===== config.mk =====
export PLATFORM = sky130hd
export DESIGN_NAME = display_button_scanner
export DESIGN_NICKNAME = d
export VERILOG_FILES = /design/src/rtl/display_button_scanner.sv
export SDC_FILE = /design/constraint.sdc
export NUM_CORES = 1
export LEC_CHECK = 0
export ABC_AREA = 1
export CAP_MARGIN = 20
export CORE_AREA = 2 2 83 145
export CTS_BUF_LIST = sky130_fd_sc_hd__clkbuf_4 sky130_fd_sc_hd__clkbuf_8
export DETAILED_ROUTE_END_ITERATION = 16
export DIE_AREA = 0 0 85 147
export PLACE_DENSITY = 0.69
export SLEW_MARGIN = 20
export SYNTH_ARGS = -nofsm -noshare
export SYNTH_HDL_FRONTEND = slang
export SYNTH_SLANG_ARGS = --single-unit
export TNS_END_PERCENT = 50

===== constraint.sdc =====
create_clock -name CLOCK_50 -period 4.44 [get_ports CLOCK_50]
set_clock_uncertainty 0.15 [all_clocks]
set_input_delay 0.888 -clock CLOCK_50 [delete_from_list [all_inputs] [get_ports CLOCK_50]]
set_output_delay 0.888 -clock CLOCK_50 [all_outputs]
set_load 0.02 [all_outputs]

===== src/rtl/display_button_scanner.sv =====
// -----------------------------------------------------------------------------
// display_button_scanner
//
// Scans the display board push-buttons through the board's parallel-in /
// serial-out shift-register chain. It debounces each button and presents a
// stable active-high button word, together with one-cycle press pulses.
//
// Ports
//   CLOCK_50    in   1      sole clock; all logic on posedge
//   rst_n       in   1      asynchronous active-low reset
//   enable      in   1      1 = scan continuously, 0 = finish scan then idle
//   SHIFT_LOAD  out  1      active-low parallel load to the chain
//   SHIFT_CLKIN out  1      shift clock to the chain
//   SHIFT_OUT   in   1      serial data from the chain (low = pressed)
//   buttons     out  NBITS  debounced state (1 = pressed)
//   pressed     out  NBITS  one-cycle pulse on a debounced 0->1 transition
//   scan_done   out  1      one-cycle pulse when buttons/pressed update
// -----------------------------------------------------------------------------
module display_button_scanner #(
    parameter int NBITS          = 16,
    parameter int CLK_DIV        = 25,
    parameter int DEBOUNCE_SCANS = 4
) (
    input  logic             CLOCK_50,
    input  logic             rst_n,
    input  logic             enable,
    output logic             SHIFT_LOAD,
    output logic             SHIFT_CLKIN,
    input  logic             SHIFT_OUT,
    output logic [NBITS-1:0] buttons,
    output logic [NBITS-1:0] pressed,
    output logic             scan_done
);

    localparam int DIV_W = $clog2(CLK_DIV);
    localparam int IDX_W = (NBITS > 1) ? $clog2(NBITS) : 1;
    localparam int CNT_W = $clog2(DEBOUNCE_SCANS) + 1;

    localparam logic [DIV_W-1:0] DIV_LAST = DIV_W'(CLK_DIV - 1);
    localparam logic [IDX_W-1:0] IDX_TOP  = IDX_W'(NBITS - 1);
    localparam logic [CNT_W-1:0] CNT_MAX  = CNT_W'(DEBOUNCE_SCANS - 1);

    typedef enum logic [2:0] {
        S_IDLE     = 3'd0,
        S_LOAD     = 3'd1,
        S_SHIFT_LO = 3'd2,
        S_SHIFT_HI = 3'd3,
        S_DONE     = 3'd4
    } state_t;

    state_t                        r_state;
    state_t                        w_next_state;
    logic [DIV_W-1:0]              r_div;
    logic [DIV_W-1:0]              w_div_next;
    logic                          w_tick;
    logic [IDX_W-1:0]              r_idx;
    logic [IDX_W-1:0]              w_idx_next;
    logic [NBITS-1:0]              r_raw;
    logic [NBITS-1:0]              w_raw_next;
    logic [NBITS-1:0][CNT_W-1:0]   r_cnt;
    logic [NBITS-1:0][CNT_W-1:0]   w_cnt_next;
    logic [NBITS-1:0]              r_buttons;
    logic [NBITS-1:0]              w_buttons_next;
    logic [NBITS-1:0]              r_pressed;
    logic [NBITS-1:0]              w_pressed_next;
    logic                          r_scan_done;
    logic                          w_enter_done;
    logic                          r_shift_load;
    logic                          r_shift_clkin;

    assign w_tick       = (r_div == DIV_LAST);
    // DONE is only ever entered from the last SHIFT_HI, so this is a one-cycle
    // strobe; updating on entry makes the new values visible during DONE.
    assign w_enter_done = (w_next_state == S_DONE);

    // Next-state, tick counter, bit index and raw capture.
    always_comb begin
        w_next_state = r_state;
        w_div_next   = {DIV_W{1'b0}};
        w_idx_next   = r_idx;
        w_raw_next   = r_raw;
        case (r_state)
            S_IDLE: begin
                if (enable) begin
                    w_next_state = S_LOAD;
                end else begin
                    w_next_state = S_IDLE;
                end
            end
            S_LOAD: begin
                w_div_next = w_tick ? {DIV_W{1'b0}} : r_div + DIV_W'(1);
                if (w_tick) begin
                    w_next_state = S_SHIFT_LO;
                    w_idx_next   = IDX_TOP;
                end else begin
                    w_next_state = S_LOAD;
                end
            end
            S_SHIFT_LO: begin
                w_div_next = w_tick ? {DIV_W{1'b0}} : r_div + DIV_W'(1);
                if (w_tick) begin
                    // Chain output is active-low; store as 1 = pressed.
                    w_raw_next[r_idx] = ~SHIFT_OUT;
                    w_next_state      = S_SHIFT_HI;
                end else begin
                    w_next_state = S_SHIFT_LO;
                end
            end
            S_SHIFT_HI: begin
                w_div_next = w_tick ? {DIV_W{1'b0}} : r_div + DIV_W'(1);
                if (w_tick) begin
                    if (r_idx == {IDX_W{1'b0}}) begin
                        w_next_state = S_DONE;
                    end else begin
                        w_idx_next   = r_idx - IDX_W'(1);
                        w_next_state = S_SHIFT_LO;
                    end
                end else begin
                    w_next_state = S_SHIFT_HI;
                end
            end
            S_DONE: begin
                // Counter stays at 0 so the next LOAD lasts a full tick.
                if (enable) begin
                    w_next_state = S_LOAD;
                end else begin
                    w_next_state = S_IDLE;
                end
            end
            default: begin
                w_next_state = S_IDLE;
            end
        endcase
    end

    // Per-bit debounce counters, debounced word and press pulses.
    always_comb begin
        w_cnt_next     = r_cnt;
        w_buttons_next = r_buttons;
        w_pressed_next = {NBITS{1'b0}};
        if (w_enter_done) begin
            for (int i = 0; i < NBITS; i++) begin
                if (r_raw[i] == r_buttons[i]) begin
                    w_cnt_next[i] = {CNT_W{1'b0}};
                end else if (r_cnt[i] >= CNT_MAX) begin
                    w_buttons_next[i] = r_raw[i];
                    w_cnt_next[i]     = {CNT_W{1'b0}};
                    // Pulse only on press; a release updates silently.
                    w_pressed_next[i] = r_raw[i];
                end else begin
                    w_cnt_next[i] = r_cnt[i] + CNT_W'(1);
                end
            end
        end else begin
            w_cnt_next     = r_cnt;
            w_buttons_next = r_buttons;
        end
    end

    // State, tick counter, index and raw registers.
    always_ff @(posedge CLOCK_50 or negedge rst_n) begin
        if (!rst_n) begin
            r_state <= S_IDLE;
            r_div   <= {DIV_W{1'b0}};
            r_idx   <= {IDX_W{1'b0}};
            r_raw   <= {NBITS{1'b0}};
        end else begin
            r_state <= w_next_state;
            r_div   <= w_div_next;
            r_idx   <= w_idx_next;
            r_raw   <= w_raw_next;
        end
    end

    // Debounce state and user-facing result registers.
    always_ff @(posedge CLOCK_50 or negedge rst_n) begin
        if (!rst_n) begin
            r_cnt       <= {(NBITS*CNT_W){1'b0}};
            r_buttons   <= {NBITS{1'b0}};
            r_pressed   <= {NBITS{1'b0}};
            r_scan_done <= 1'b0;
        end else begin
            r_cnt       <= w_cnt_next;
            r_buttons   <= w_buttons_next;
            r_pressed   <= w_pressed_next;
            r_scan_done <= w_enter_done;
        end
    end

    // Chain control pins, registered from the next state so they match it.
    always_ff @(posedge CLOCK_50 or negedge rst_n) begin
        if (!rst_n) begin
            r_shift_load  <= 1'b1;
            r_shift_clkin <= 1'b0;
        end else begin
            r_shift_load  <= (w_next_state != S_LOAD);
            r_shift_clkin <= (w_next_state == S_SHIFT_HI);
        end
    end

    assign SHIFT_LOAD  = r_shift_load;
    assign SHIFT_CLKIN = r_shift_clkin;
    assign buttons     = r_buttons;
    assign pressed     = r_pressed;
    assign scan_done   = r_scan_done;

endmodule

Yosys cells after proc, flatten, opt, wreduce, memory -nomap -nowiden
Index checks and enable logic that the tools add are counted.
{ "word_totals": {"wordCells": 224, "input_bits": 4, "romBits": 0, "latch_bits": 0, "n_memories": 0, "register_bits": 111, "out_inout_bits": 35, "mem_bits_rw": 0} }
{ "op_classes": {"bitwise": 17, "n_addsub": 18, "mul": 0, "n_reduce_logical": 24, "n_eq_ne": 27, "n_lt_le_gt_ge": 18, "muxes": 80, "n_div": 0, "shifts": 0} }
{ "ops": {"columns": ["operator", "count"], "rows": [
  ["3-bit two-way mux", 34],
  ["3-bit by 1-bit adder with 3-bit output, second input constant", 16],
  ["3-bit by 2-bit greater-or-equal comparator with 1-bit output, second input constant", 16],
  ["3-bit AND reduction", 16],
  ["1-bit two-way mux", 35],
  ["1-bit NOT", 17],
  ["16-bit bitwise mux", 1],
  ["1-bit == test", 16],
  ["16-bit two-way mux", 1],
  ["4-bit two-way mux", 3],
  ["3-bit case mux with 4 select lines", 1],
  ["5-bit two-way mux", 2],
  ["3-bit by 2-bit == test with 1-bit output, second input constant", 3],
  ["4-bit case mux with 2 select lines", 1],
  ["3-bit == test, second input constant", 2],
  ["2-bit != test, second input constant", 3],
  ["5-bit by 1-bit adder with 5-bit output, second input constant", 1],
  ["5-bit == test, second input constant", 1],
  ["4-bit by 5-bit less-than comparator with 1-bit output, second input constant", 1],
  ["1-bit demux with 4-bit select", 1],
  ["4-bit by 1-bit greater-or-equal comparator with 1-bit output, second input constant", 1],
  ["4-bit logical NOT", 1],
  ["4-bit AND reduction", 1],
  ["4-bit by 1-bit subtractor with 4-bit output, second input constant", 1],
  ["other kinds (9)", 9]
]} }

Depth between registers and ports, before layout
{ "depth": {"word_depth": 6, "ltp_mapped": 11, "ltp_nobuf": 10} }

Worst setup path before layout
Ideal clock, no wire load.
{ "synth_timing": {"path_kind": "register to register", "startpoint": "reg r_idx[0]", "endpoint": "reg r_cnt[13] (netlist name)", "setup_slack_ns": 2.585, "stages_incl_launch_ff": 12, "synth_period_minus_slack_ns": 1.855, "n_path_buf": 2, "arrival_time_ns": 1.584, "t_required_ns": 4.169, "setup_ns": 0.121, "path_cell_list": "dfrtp_1 inv_1 ha_1 inv_1 nor2_1 nand2_2 nor2_8 inv_2 buf_6 buf_6 nand2_1 o21ai_1"} }
{ "synth_between": {"elab_chain_cells": 5} }
{ "synth_rtl": {"columns": ["element", "line_no", "rtl"], "rows": [
  ["start: declaration", "56", "logic [IDX_W-1:0] r_idx;"],
  ["start signal: assignment", "165", "r_idx <= {IDX_W{1'b0}};"],
  ["start signal: assignment", "170", "r_idx <= w_idx_next;"],
  ["4-bit logical NOT", "112", "if (r_idx == {IDX_W{1'b0}}) begin"],
  ["3-bit two-way mux", "112", null],
  ["3-bit two-way mux", "111", "if (w_tick) begin"],
  ["3-bit case mux with 4 select lines", "82", "case (r_state)"],
  ["3-bit == test", "74", "assign w_enter_done = (w_next_state == S_DONE);"],
  ["end signal: assignment", "178", "r_cnt <= {(NBITS*CNT_W){1'b0}};"],
  ["end signal: assignment", "183", "r_cnt <= w_cnt_next;"],
  ["end: declaration", "60", "logic [NBITS-1:0][CNT_W-1:0] r_cnt;"]
]} }
No other way between the ends.
A chain may end at the register's enable or synchronous reset.

Final worst setup path
{ "layout_timing": {"startpoint": "reg r_idx[0]", "endpoint": "reg r_cnt[41] (netlist name)"} }
Same word-level chain as after synthesis.

==> out/results.txt <==
CTS Hold Bufs -> 0
Rows -> 52
DRT iter0 DRCs -> 241
Final wirelength -> 11.0 mm
Routed wire length per instance -> 13.6 um
Register area -> 2780 um^2
Peak supply drop -> 0.000150 V
Critical Path End Type -> flop
Fin. Hold Viols -> 0
Critical path type -> flop to flop
Slowest cell on crit path -> inv_2
# port buffers -> 38
Clk sink count -> 111
Routed vias/inst -> 5.22
Post-CTS Setup Repair Bufs -> 0
Max-Cap Viols -> 0
Final GP Congestion -> 0.791
PD cells -> 265 nW/um^2
Yosys reg bits -> 111
FFs w/ async S/R, synth -> 1.00
Initial cell density of the core -> 0.490
Number of diodes -> 0
Cell taking the most area after synthesis -> dfrtp_1
Ys Warns -> 0
First-pass GRT wire length -> 19.2 mm
Reg2Reg Setup Slack -> 1.74 ns
Final Hold Slack -> 0.342 ns
GR Overflow Total -> 0
Mean Syn Cell Area -> 8.82 um^2
Clk_lat worst skew -> 0.37 ns
RSZ-0062 raised after global routing -> no
Data required, critical path -> 4.55 ns
Final period demand of the worst path -> 2.70 ns
Outcome -> complete, no violations
Via count of the routed design -> 4,228
H-tree lvl count -> 3
Hold Crit Depth -> 1
DR pass1 iterations -> 4
Fillers -> 988
Total negative slack -> 0 ns
Drt drc -> 0
R2r worst-path depth -> 9
Worst path cell trace -> inv_1, ha_1, inv_1, nor2_1, nand2_2, nor2_8, inv_2, nand2_1, o21ai_0
Maximum clock insertion buffer count -> 2
Slew Viols, Final -> 0
Synthesized instance count -> 632
Area of the multi-input gates -> 2400 um^2
Total CTS buffers -> 9
Final setup viols -> 0
Critical Path AT -> 2.81 ns
Lkg Pwr -> 3.09 nW
Layout cell share with drive strength beyond 1 -> 0.0933
Final Cell Area -> 6250 um^2
Buffers & Inverters on Critical Path -> 3
Synth top area share -> 0.494
Post-route ant nets -> 0
Dpl cell area -> 6050 um^2
Worst min path class -> flop to flop
Worst-path clk slew -> 0.10 ns
Final Power -> 1.65 mW
Post-layout util -> 0.549
Root Buffer -> clkbuf_8
Period Utilization, post-route -> 0.609
Most numerous cell in the Yosys netlist -> nand2_1
Synth Net Count -> 675
Post-CTS Resized -> 0
Levels on crit path -> 9
Least-Margin Pin Slew -> 0.954 ns
Post-synth EDFFs -> 0
CP max stage delay -> 0.48 ns
Vias in the first global route -> 4,327
Nets -> 714
Post-Place Cells -> 795
Pre-CTS setup slack -> 1.71 ns
Initial antenna violation count -> 0
CORE AREA -> 11,400 um^2
CTS tree -> done
CP max FO -> 48
Most Frequent Cell on Critical Path -> inv_1
Area grow syn2layout -> 12.2%
Post-Syn Area -> 5570 um^2
Non-Filler Instances -> 810
Largest net degree at the start of global routing -> 65
Ports -> 39
Synth cell count leaders -> nand2_1 (163), dfrtp_1 (110), inv_1 (78)
Synth top area cells -> dfrtp_1 (49%), nand2_1 (11%), ha_1 (8.8%), inv_1 (5.3%), nand4_1 (4.3%)
Die Width -> 85 um
Primary FF master, synth -> dfrtp_1
Crit path max-delay family -> simple AND/OR/NAND/NOR gates
Final worst slack -> 1.74 ns
Highest Clock Rate -> 0.370 GHz
Slew headroom -> 0.363
Sequential share of the synthesized area -> 0.499
Die area -> 12,500 um^2
HPWL Detailed -> 7.93 mm
Die height -> 147 um
Unique cell type count in the Yosys netlist -> 28
Global Route Usage Sum -> 0.190
Worst setup SP type -> flop
## where the power goes
part | switching, mW | internal [mW] | total [mW]
Combinational | 0.0218 | 0.00353 | 0.0253
Sequential | 0 | 1.01 | 1.01
Clock | 0.324 | 0.295 | 0.619
Total | 0.346 | 1.31 | 1.65
## state kept, by name, summed over array words and instances, names as in the netlist
signal and count:
buttons 16, SHIFT_CLKIN 1, r_state 3, r_cnt 48, r_div 5, scan_done 1, SHIFT_LOAD 1, r_raw 16
pressed 16, r_idx 4
## cell type report
type                            instances  share of cell area
Clock buffer                           12              0.0254
Clock inverter                          3             0.00680
Inverter                               83              0.0502
Multi-Input combinational cell        426               0.383
Sequential cell                       111               0.444
Tap cell                              135              0.0270
Timing Repair Buffer                   40              0.0628
## worst paths after layout
| kind | startpoint | to |
|---|---|---|
| max in group asynchronous | rst_n | SHIFT_LOAD$_DFF_PN1_ |
| min | r_div[0]$_DFF_PN0_ | r_div[0]$_DFF_PN0_ |
| max | r_idx[0]$_DFFE_PN0P_ | r_cnt[41]$_DFFE_PN0N_ |
| max reg2reg | r_idx[0]$_DFFE_PN0P_ | r_cnt[41]$_DFFE_PN0N_ |
| min reg2reg | r_div[0]$_DFF_PN0_ | r_div[0]$_DFF_PN0_ |
| min in group asynchronous | rst_n | buttons[11]$_DFFE_PN0P_ |
## metal layers
| layer | global-route usage | vias up | wire, um |
|---|---|---|---|
| met5 | 0 | - | 0 |
| met4 | 0.0675 | 0 | 184 |
| met3 | 0.0287 | 15 | 238 |
| met2 | 0.357 | 36 | 6070 |
| met1 | 0.214 | 2055 | 4500 |
| li1 | - | 2122 | - |
## worst register-to-register path: stages, from the launching register on
cell     delay (ns)
dfrtp_1        0.42
inv_1          0.18
ha_1           0.30
inv_1          0.07
nor2_1         0.17
nand2_2        0.13
nor2_8         0.41
inv_2          0.49
nand2_1        0.19
o21ai_0        0.09
## kinds of logic (layout without fill, tap and decap cells)
family,Yosys count,in the layout,synth area share
compound gates,71,71,0.0642
xor+xnor,19,19,0.0299
flops,111,111,0.499
fa+ha+maj,39,39,0.0875
buf+inv,95,138,0.0712
simple gates,297,297,0.249
## layout by cell type (no fill, tap or decap)
cell	instances
nand2_2	2
xnor2_1	1
nor2_8	2
and2_1	1
bufinv_16	1
nand2_1	163
clkbuf_4	1
nor2_1	19
o21ai_0	34
nor3_1	1
o31ai_1	1
a21oi_1	2
or2_2	33
clkinv_2	1
inv_4	1
inv_2	4
dfstp_2	1
xor2_1	18
nor3b_1	1
nand3_1	35
inv_1	78
dfrtp_1	110
clkdlybuf4s50_1	37
o21ai_1	34
clkinvlp_4	1
ha_1	39
clkbuf_8	11
nand4_1	38
nor2_2	2
buf_4	3
Note: power is estimated with default switching activity, not from simulation.
